## src/rtl/fire_nav_pkg.sv

```systemverilog
// fire_nav_pkg: shared constants for the fire-fighting robot navigation block.
// State codes, H-bridge motor command patterns, obstacle sensor bit positions
// and the per-side dead-time helper.
package fire_nav_pkg;

    // State codes; the explicit values are what state_o exposes for debug.
    typedef logic [2:0] state_t;
    localparam state_t ST_IDLE       = 3'd0;
    localparam state_t ST_SEARCH     = 3'd1;
    localparam state_t ST_APPROACH   = 3'd2;
    localparam state_t ST_AVOID_REV  = 3'd3;
    localparam state_t ST_AVOID_TURN = 3'd4;
    localparam state_t ST_EXTINGUISH = 3'd5;
    localparam state_t ST_FAULT      = 3'd6;

    // Motor commands as {left_fwd, left_bwd, right_fwd, right_bwd}.
    typedef logic [3:0] motor_cmd_t;
    localparam motor_cmd_t CMD_STOP   = 4'b0000;
    localparam motor_cmd_t CMD_FWD    = 4'b1010;
    localparam motor_cmd_t CMD_REV    = 4'b0101;
    localparam motor_cmd_t CMD_SPIN_R = 4'b1001;
    localparam motor_cmd_t CMD_SPIN_L = 4'b0110;

    // Bit positions inside obs_n = {left, front, right}.
    localparam int OBS_RIGHT = 0;
    localparam int OBS_FRONT = 1;
    localparam int OBS_LEFT  = 2;

    // Next {fwd, bwd} for one side: a direct forward<->backward reversal is
    // replaced by one cycle of 00 so both bridge legs are never on together.
    function automatic logic [1:0] side_next(input logic [1:0] cur,
                                             input logic [1:0] req);
        if ((cur == 2'b10 && req == 2'b01) || (cur == 2'b01 && req == 2'b10))
            return 2'b00;
        return req;
    endfunction

endpackage

```

## src/rtl/fire_nav_fsm_sensor_debounce.sv

```systemverilog
// sensor_debounce: two-flop synchroniser followed by a counting debouncer for
// one active-low sensor bit. The filtered output only moves after the
// synchronised bit has disagreed with it for DEB_CYCLES consecutive cycles,
// giving a raw-to-filtered latency of DEB_CYCLES+2 cycles.
module sensor_debounce #(
    parameter int DEB_CYCLES = 4
) (
    input  logic clk,
    input  logic rst_n,
    input  logic raw,
    output logic filt
);

    localparam int CW = (DEB_CYCLES > 1) ? $clog2(DEB_CYCLES) : 1;

    logic           sync1;
    logic           sync2;
    logic [CW-1:0]  cnt;

    // Bring the asynchronous sensor into the clk domain; idle level is 1.
    always_ff @(posedge clk or negedge rst_n) begin
        if (!rst_n) begin
            sync1 <= 1'b1;
            sync2 <= 1'b1;
        end else begin
            // NOTE: non-blocking assignments make sync2 take the old sync1,
            // which is what builds the two-stage chain.
            sync1 <= raw;
            sync2 <= sync1;
        end
    end

    // Count consecutive disagreement cycles; flip the filtered bit on the last.
    always_ff @(posedge clk or negedge rst_n) begin
        if (!rst_n) begin
            filt <= 1'b1;
            cnt  <= '0;
        end else if (sync2 != filt) begin
            if (cnt == CW'(DEB_CYCLES - 1)) begin
                filt <= sync2;
                cnt  <= '0;
            end else begin
                cnt <= cnt + 1'b1;
            end
        end else begin
            cnt <= '0;
        end
    end

endmodule

```

## src/rtl/fire_nav_fsm.sv

```systemverilog
// fire_nav_fsm: registered navigation and extinguish controller for the
// fire-fighting robot. Debounces the obstacle and flame sensors, runs the
// search / approach / avoid / extinguish state machine with a shared
// manoeuvre timer, and drives the H-bridge with one-cycle dead time.
// Build option: define FIRE_NAV_RETRY_LIMIT_EN to add the FAULT state that is
// entered after MAX_RETRY consecutive pump bursts.
module fire_nav_fsm
    import fire_nav_pkg::*;
#(
    parameter int N_FLAME     = 3,
    parameter int DEB_CYCLES  = 4,
    parameter int REV_CYCLES  = 1000,
    parameter int TURN_CYCLES = 500,
    parameter int PUMP_CYCLES = 2000,
    parameter int MAX_RETRY   = 3,
    parameter int CNT_W       = 16
) (
    input  logic               clk,
    input  logic               rst_n,
    input  logic               enable,
    input  logic [2:0]         obs_n,
    input  logic [N_FLAME-1:0] flame_n,
    output logic               left_fwd,
    output logic               left_bwd,
    output logic               right_fwd,
    output logic               right_bwd,
    output logic               buzzer,
    output logic               pump,
    output logic [2:0]         state_o
);

    localparam int CENTRE  = N_FLAME / 2;
    // Sized for the fault threshold with headroom; saturates when unlimited.
    localparam int RETRY_W = $clog2(MAX_RETRY + 1) + 1;

    logic [2:0]         obs_f;
    logic [N_FLAME-1:0] flame_f;

    for (genvar i = 0; i < 3; i++) begin : g_obs
        sensor_debounce #(.DEB_CYCLES(DEB_CYCLES)) u_deb (
            .clk  (clk),
            .rst_n(rst_n),
            .raw  (obs_n[i]),
            .filt (obs_f[i])
        );
    end

    for (genvar i = 0; i < N_FLAME; i++) begin : g_flame
        sensor_debounce #(.DEB_CYCLES(DEB_CYCLES)) u_deb (
            .clk  (clk),
            .rst_n(rst_n),
            .raw  (flame_n[i]),
            .filt (flame_f[i])
        );
    end

    // Active-high views of the filtered sensors.
    logic [N_FLAME-1:0] flame_act;
    logic flame_c, flame_l, flame_r, flame_any;
    logic obs_front, obs_right;
    logic obs_left_unused;

    assign flame_act       = ~flame_f;
    assign flame_c         = flame_act[CENTRE];
    assign flame_l         = |flame_act[N_FLAME-1:CENTRE+1];
    assign flame_r         = |flame_act[CENTRE-1:0];
    assign flame_any       = |flame_act;
    assign obs_front       = ~obs_f[OBS_FRONT];
    assign obs_right       = ~obs_f[OBS_RIGHT];
    assign obs_left_unused = obs_f[OBS_LEFT];

    state_t             state, nxt_state;
    logic [CNT_W-1:0]   timer, nxt_timer;
    logic [RETRY_W-1:0] retry, nxt_retry, retry_up;
    logic               turn_left, nxt_turn_left;
    logic               fault_buzz, nxt_fault_buzz;
    logic               timer_zero;

    assign timer_zero = (timer == '0);
    assign retry_up   = (&retry) ? retry : retry + 1'b1;
    assign state_o    = state;

    // Next-state, timer, retry and turn-direction decisions.
    always_comb begin
        // NOTE: every variable gets a default before the case so no path
        // leaves one unassigned and infers a latch.
        nxt_state      = state;
        nxt_timer      = timer_zero ? '0 : timer - 1'b1;
        nxt_retry      = retry;
        nxt_turn_left  = turn_left;
        nxt_fault_buzz = fault_buzz;
        if (!enable) begin
            nxt_state      = ST_IDLE;
            nxt_timer      = '0;
            nxt_retry      = '0;
            nxt_fault_buzz = 1'b0;
        end else begin
            case (state)
                ST_IDLE: nxt_state = ST_SEARCH;
                ST_SEARCH: begin
                    if (flame_c) begin
                        nxt_state = ST_EXTINGUISH;
                        nxt_timer = CNT_W'(PUMP_CYCLES - 1);
                    end else if (flame_l || flame_r) begin
                        nxt_state = ST_APPROACH;
                    end else if (obs_front) begin
                        nxt_state = ST_AVOID_REV;
                        nxt_timer = CNT_W'(REV_CYCLES - 1);
                    end
                end
                ST_APPROACH: begin
                    if (flame_c) begin
                        nxt_state = ST_EXTINGUISH;
                        nxt_timer = CNT_W'(PUMP_CYCLES - 1);
                    end else if (!flame_any) begin
                        nxt_state = ST_SEARCH;
                    end
                end
                ST_AVOID_REV: begin
                    if (timer_zero) begin
                        nxt_state     = ST_AVOID_TURN;
                        nxt_timer     = CNT_W'(TURN_CYCLES - 1);
                        nxt_turn_left = obs_right;
                    end
                end
                ST_AVOID_TURN: begin
                    if (timer_zero) nxt_state = ST_SEARCH;
                end
                ST_EXTINGUISH: begin
                    if (timer_zero) begin
                        if (flame_any) begin
                            nxt_retry = retry_up;
                            nxt_timer = CNT_W'(PUMP_CYCLES - 1);
`ifdef FIRE_NAV_RETRY_LIMIT_EN
                            if (retry_up == RETRY_W'(MAX_RETRY)) begin
                                nxt_state      = ST_FAULT;
                                nxt_fault_buzz = 1'b0;
                            end
`endif
                        end else begin
                            nxt_state = ST_SEARCH;
                            nxt_retry = '0;
                        end
                    end
                end
`ifdef FIRE_NAV_RETRY_LIMIT_EN
                ST_FAULT: begin
                    if (timer_zero) begin
                        nxt_timer      = CNT_W'(PUMP_CYCLES - 1);
                        nxt_fault_buzz = ~fault_buzz;
                    end
                end
`endif
                default: nxt_state = ST_IDLE;
            endcase
        end
    end

    // Control state registers.
    always_ff @(posedge clk or negedge rst_n) begin
        if (!rst_n) begin
            state      <= ST_IDLE;
            timer      <= '0;
            retry      <= '0;
            turn_left  <= 1'b0;
            fault_buzz <= 1'b0;
        end else begin
            state      <= nxt_state;
            timer      <= nxt_timer;
            retry      <= nxt_retry;
            turn_left  <= nxt_turn_left;
            fault_buzz <= nxt_fault_buzz;
        end
    end

    motor_cmd_t cmd_d;
    logic       pump_d, buzz_d;

    // Requested actuator values for the current state.
    always_comb begin
        cmd_d  = CMD_STOP;
        pump_d = 1'b0;
        buzz_d = 1'b0;
        case (state)
            ST_SEARCH:     cmd_d = CMD_SPIN_L;
            ST_APPROACH:   cmd_d = flame_l ? CMD_SPIN_L :
                                   (flame_r ? CMD_SPIN_R : CMD_STOP);
            ST_AVOID_REV:  cmd_d = CMD_REV;
            ST_AVOID_TURN: cmd_d = turn_left ? CMD_SPIN_L : CMD_SPIN_R;
            ST_EXTINGUISH: begin
                pump_d = 1'b1;
                buzz_d = 1'b1;
            end
`ifdef FIRE_NAV_RETRY_LIMIT_EN
            ST_FAULT:      buzz_d = fault_buzz;
`endif
            default:       cmd_d = CMD_STOP;
        endcase
    end

    // Registered outputs with per-side dead time; enable=0 clears everything.
    always_ff @(posedge clk or negedge rst_n) begin
        if (!rst_n) begin
            {left_fwd, left_bwd}   <= 2'b00;
            {right_fwd, right_bwd} <= 2'b00;
            pump                   <= 1'b0;
            buzzer                 <= 1'b0;
        end else if (!enable) begin
            {left_fwd, left_bwd}   <= 2'b00;
            {right_fwd, right_bwd} <= 2'b00;
            pump                   <= 1'b0;
            buzzer                 <= 1'b0;
        end else begin
            {left_fwd, left_bwd}   <= side_next({left_fwd, left_bwd}, cmd_d[3:2]);
            {right_fwd, right_bwd} <= side_next({right_fwd, right_bwd}, cmd_d[1:0]);
            pump                   <= pump_d;
            buzzer                 <= buzz_d;
        end
    end

endmodule
```

## config.mk

```make
export PLATFORM = sky130hd
export DESIGN_NAME = fire_nav_fsm
export DESIGN_NICKNAME = d
export VERILOG_FILES = /design/src/rtl/fire_nav_pkg.sv /design/src/rtl/fire_nav_fsm_sensor_debounce.sv /design/src/rtl/fire_nav_fsm.sv
export SDC_FILE = /design/constraint.sdc
export NUM_CORES = 1
export LEC_CHECK = 0
export CORE_ASPECT_RATIO = 1.25
export CORE_MARGIN = 5
export CORE_UTILIZATION = 59
export CTS_CLUSTER_SIZE = 20
export DETAILED_ROUTE_END_ITERATION = 6
export PLACE_DENSITY_LB_ADDON = 0.08
export SYNTH_ARGS = -nofsm -noshare
export SYNTH_HDL_FRONTEND = slang
export SYNTH_HIERARCHICAL = 1
export SYNTH_SLANG_ARGS = --single-unit
```

## constraint.sdc

```tcl
create_clock -name clk -period 7.5 [get_ports clk]
set_input_delay 0.75 -clock clk [delete_from_list [all_inputs] [get_ports clk]]
set_output_delay 0.75 -clock clk [all_outputs]
set_load 0.01 [all_outputs]
```

---- Word level (Yosys, flattened, before mapping) ----
Index checks and enable logic that the tools add are counted.
storage, ports and cells
  bits in registers ....................... 50
  input port bits ......................... 9
  word-level logic and storage cells ...... 128
  output and inout bits ................... 9
operators by class
  $add $sub $neg .......................... 6
  bitwise logic cells ..................... 2
  reduce and logical (&&, ||, !) cells .... 17
  multiplexer cells ....................... 48
  equality and inequality tests ........... 27
operators with widths
  operator                 number
  $mux W16                 9
  $pmux W16 S4             1
  $mux W2                  14
  $mux W3                  9
  $eq A2 B2 Y1 const B     9
  $pmux W3 S6              1
  $logic_not A16 Y1        1
  $pmux W4 S4              1
  $sub A16 B1 Y16 const B  1
  $mux W4                  3
  $add A2 B1 Y2 const B    5
  $mux W1                  10
  $reduce_and A2 Y1        5
  $ne A3 B3 Y1 const B     3
  $eq A2 B1 Y1 const B     4
  $eq A3 B2 Y1 const B     2
  $eq A3 B3 Y1 const B     2
  $ne A1 B1 Y1             5
  $ne A5 B5 Y1 const B     1
  $logic_and A1 B1 Y1      4
  $reduce_and A4 Y1        1
  $eq A3 B1 Y1 const B     1
  $logic_not A3 Y1         1
  $logic_or A1 B1 Y1       3
  other kinds (4)          4

---- Longest topological paths before layout ----
  depth after elaboration ................. 11
  gate-level depth with buffers ........... 9
  mapped depth without buffers ............ 7

---- Hierarchy ----
The synthesis kept the hierarchy.
modules (own cells, without submodules)
  module           seq. area each (µm²)  area an instance (µm²)  cells each  times used
  fire_nav_fsm     625.6                 1,570.3                 182         1
  sensor_debounce  128.9                 177.7                   10          5

---- Worst setup path after synthesis ----
No wires, ideal clock.
  path kind ............................... register -> register
  from .................................... register timer[0]
  to ...................................... register timer[10]
  required time ........................... 7.364 ns
  period minus slack after synthesis ...... 2.475 ns
  data arrival time ....................... 2.338 ns
  library setup time ...................... 0.136 ns
  setup slack ............................. 5.025 ns
  cell stages (with the launch flop) ...... 9
  path buffers ............................ 2
  path through ............................ dfrtp_1 > inv_1 > ha_1 > or4b_1 > buf_2 > or4_4 > buf_6 > o311ai_0 > o21ai_1
between the ends
  longest elaborated chain between the ends .. 7
  elaborated cells between the ends (all ways) .. 12
  those cells by class .................... add/sub: 1; mux: 10; reduce/logical: 1
RTL lines
  element                                               RTL line                                source
  from (decl)                                           fire_nav_fsm.sv:73                      logic [CNT_W-1:0] timer, nxt_timer;
  from (signal assigned)                                fire_nav_fsm.sv:169                     timer <= nxt_timer;
  $sub A16 B1 Y16 or $logic_not A16 Y1 (tied branches)  fire_nav_fsm.sv:88, fire_nav_fsm.sv:79
  $mux W16                                              fire_nav_fsm.sv:88                      nxt_timer = timer_zero ? '0 : timer - 1'b1;
  $mux W16                                              fire_nav_fsm.sv:106                     end else if (obs_front) begin
  $mux W16                                              fire_nav_fsm.sv:104                     end else if (flame_l || flame_r) begin
  $mux W16                                              fire_nav_fsm.sv:101                     if (flame_c) begin
  $pmux W16 S4 (*)                                      fire_nav_fsm.sv:98                      case (state)
  $mux W16 (*)                                          fire_nav_fsm.sv:92                      if (!enable) begin
  named net nxt_timer[10]                               fire_nav_fsm.sv:73
Mark *: on every way through the listed nets, which the timed path passes. The rest lies on a longest branch.
A chain may end at the register's enable or synchronous reset.

---- Final worst setup path ----
  from .................................... register timer[0]
  to ...................................... register state[1], in the netlist state_o[1]
between the ends
  longest elaborated chain between the ends .. 3
  elaborated cells between the ends (all ways) .. 5
  those cells by class .................... eq/ne: 3; reduce/logical: 2
RTL lines
  element                                 RTL line             source
  $logic_not A16 Y1 (*)                   fire_nav_fsm.sv:79   assign timer_zero = (timer == '0);
  $ne A3 B3 Y1 (no source line)           --
  $reduce_and A4 Y1 (no source line) (*)  --
  to (signal assigned)                    fire_nav_fsm.sv:168  state <= nxt_state;
  to (decl)                               fire_nav_fsm.sv:72   state_t state, nxt_state;
Every way passes the cells marked *; elsewhere a longest branch is shown, timed or not.

==> impl_metrics.yaml <==
global_route:
  grt_pass1_vias: 1781
  antenna_found_initial: 0
  grt_util_all_layers_pct: 19.90
  grt_max_degree: 51
  total_congestion_overflow: 0
  global_route_wire_length_before_repair_um: 8355
clock_network:
  tritoncts: "done"
  clock_tree_root: "clkbuf_8"
  tritoncts.num_buffers: 5
  cts_max_path_buffers: 2
  clock_latency_ns: 0.30
  clkSlewWorstSetupHoldPaths_ns: 0.09
  cts_repair_resize_count: 0
  post-cts-setup-buffers: 0
  clock-sinks: 50
  clock_tree.htree_level_count: 2
  postCtsHoldBufs: 0
worst_setup_path:
  critical_path.max_fanout: 9
  endpoint: "state_o[1]"
  worstReg2RegEnd: "state_o[1]"
  critPathCaptureType: "flop"
  critical_path_required_ns: 7.66
  regToRegSetupSlack_ns: 4.70
  rr_worst_depth: 7
  timing.critical_path.arrival_ns: 2.96
  startpoint: "timer[0]"
  worstReg2RegStart: "timer[0]"
  critPathKind: "reg2reg"
  worstSetupStartpointType: "flop"
sta:
  timing.final.setup_violations: 0
  final_critical_path_time_including_i_o_delays_and_setup_ns: 2.799
  fin_ws_ns: 4.701
  clock.fmax_ghz: 0.3573
  fin_worst_skew_ns: 0.006437
  whs_ns: 0.3585
  finalMaxSlewViolations: 0
  final.setup.tns_ns: 0
  timing_hold_violations_final: 0
  timing.final.crit_share_pct: 37.31
  setup_repair_after_global_routing_missed_its_margin: "no"
  worst_slew_margin_rel_pct: 27.75
  worst_pin_slew_ns: 1.084
logic_synthesis:
  yosys.area.top_type_share_pct: 35.62
  synth_top_cells_by_count: "dfrtp_1 (35), nor2_1 (23), dfstp_2 (15), nand2_1 (15)"
  synthMostInstantiatedCell: "dfrtp_1"
  synth_seq_area_share_pct: 51.65
  post_synth_main_area_contributors: "dfrtp_1 (36%), dfstp_2 (16%), xnor2_1 (4.3%), nor2_1 (3.5%), ha_1 (3.1%)"
  synth.ff_latch_count: 50
  synth.lib_cells_used.distinct: 52
  synthDominantAreaCellType: "dfrtp_1"
  syn_area_um2: 2459
  synth-main-ff-cell: "dfrtp_1"
  synth_async_sr_flop_share_pct: 100.0
  syn_area_per_cell_um2: 10.60
  syn-instance-count: 232
  postSynthNetCount: 247
  synth-edff-count: 0
  ys_warn_count: 6
flow_run:
  maxCapViolCount: 0
power:
  powerDensity_nw_per_um2: 421.9
  power.share.clock_pct: 13.9
  combinationalPowerShare_pct: 45.3
  report.power.total_mw: 1.151
  power.internal_uw: 688.4
  ir_worst_vdd_mv: 0.2223
  switching_power_uw: 462.5
  pwr-share-seq_pct: 40.8
  proportion_of_total_power_due_to_net_switching_pct: 40.18
  power.static_leakage_nw: 1.149
routing:
  route.vias.total: 1765
  drtAntennaViolNets: 0
  number_of_drc_markers_in_iteration_0: 166
  detail_route.vias_per_cell: 5.844
  drtPass1Iterations: 4
  remaining_drc_errors: 0
  wire_length_after_detailed_routing_um: 4707
  routedWlPerCell_um: 15.59
cells_and_area:
  postLayoutCellArea_um2: 2728
  postLayoutCoreUtil_pct: 67.08
  design.final.nets: 260
  num_antenna_cells: 0
  synthToLayoutAreaGrowth_pct: 10.94
  filler_cells_inserted: 316
  layout.cells.non_filler: 302
  layout-drive-gt1-share_pct: 16.26
placed_design:
  post-dp-hpwl_um: 3410
  port-buffer-count: 16
  detailed_place.area_um2: 2633
  place_ws_ns: 4.713
  gpl.final_weighted_congestion: 0.8631
  placed_cells_incl_taps: 294
floorplanning:
  die_width_um: 67.74
  fp-row-count: 26
  initial_utilization_pct: 60.46
  top_level_ports: 18
  core_footprint_um2: 4066
  fp.dieH_um: 82.18
  die_area_um2: 5567
status:
  outcome: "finished, final reports clean"
worst_hold_path:
  worst_hold_path_type: "reg2reg"
power by group through the flow:
stage	combinational [mW]	sequential, mW	clock, mW
after CTS	0.525	0.469	0.164
after global placement	0.496	0.464	0
after detailed placement	0.520	0.473	0
final	0.521	0.469	0.160
after floorplan	0.430	0.437	0
after global routing	0.583	0.487	0.176
critical path, cell delays in order, from the launching register on:
cell	delay (ns)
dfrtp_1	0.41
inv_1	0.06
ha_1	0.19
or4b_1	0.61
nor4_1	0.66
o21ai_0	0.36
a41oi_1	0.25
o22ai_1	0.11
cells in the final DEF (no fill, tap or decap), types with 2 or more instances in the layout:
cell type	Yosys	final
a211oi_1	3	3
a21o_1	2	2
a21oi_1	12	12
a31oi_1	2	2
and3_1	2	2
clkbuf_8	0	6
clkdlybuf4s50_1	0	15
dfrtp_1	35	35
dfstp_2	15	15
ha_1	6	6
inv_1	6	6
mux2_2	5	5
nand2_1	15	15
nand2b_1	5	5
nand3_1	2	2
nor2_1	23	23
nor2b_1	7	7
nor3_1	5	5
nor3_2	5	5
nor4_1	6	6
o2111a_1	2	2
o21a_1	6	6
o21ai_0	8	8
o21bai_1	2	2
o22ai_1	2	2
o311a_1	2	2
or3_1	4	4
or4_1	3	3
xnor2_1	12	12
xor2_1	5	5
cells by family after synthesis:
kind of cell | Yosys count | synth area share, %
AND/OR/NAND/NOR | 86 | 19.44
multiplexers | 5 | 2.290
AO/OA/AOI/OAI | 51 | 14.35
flip-flops | 50 | 51.65
XOR/XNOR | 17 | 6.056
buffers and inverters | 17 | 3.155
adder cells (fa/ha/maj) | 6 | 3.053
sequential cells by signal (all words and copies together) (netlist names), 2 cells and up:
signal,flops
g_flame.u_deb/cnt,6
g_flame.u_deb/filt,3
g_flame.u_deb/sync1,3
g_flame.u_deb/sync2,3
g_obs.u_deb/cnt,4
g_obs.u_deb/filt,2
g_obs.u_deb/sync1,2
g_obs.u_deb/sync2,2
state_o,3
timer,16
routing by layer:
metal | global-route usage (%) | part of all wire, %
met1 | 25.85 | 42
met2 | 33.30 | 52
met3 | 4.465 | 3.9
met4 | 5.477 | 1.2
met5 | 0 | 0
area by class of cell:
cell class              count  area (um2)  area share (%)
flip-flops and latches     50        1270           46.56
multi-input cells         165        1111           40.73
repair buffers             16       155.1           5.688
clock buffers               6       82.58           3.028
well taps                  56       70.07           2.569
inverters                   7       26.28          0.9633
clock inverters             2       12.51          0.4587
how the worst min path moves through the flow:
stage	start	endpoint	cells past startpoint
floorplan	g_flame[0].u_deb/sync1	g_flame[0].u_deb/sync2	0
global placement	g_flame[1].u_deb/sync1	g_flame[1].u_deb/sync2	0
detailed placement	g_flame[2].u_deb/sync1	g_flame[2].u_deb/sync2	0
CTS	g_obs[1].u_deb/sync1	g_obs[1].u_deb/sync2	0
global route	g_flame[0].u_deb/sync1	g_flame[0].u_deb/sync2	0
finish	g_obs[1].u_deb/sync1	g_obs[1].u_deb/sync2	0
(Power assumes the default switching activity.)
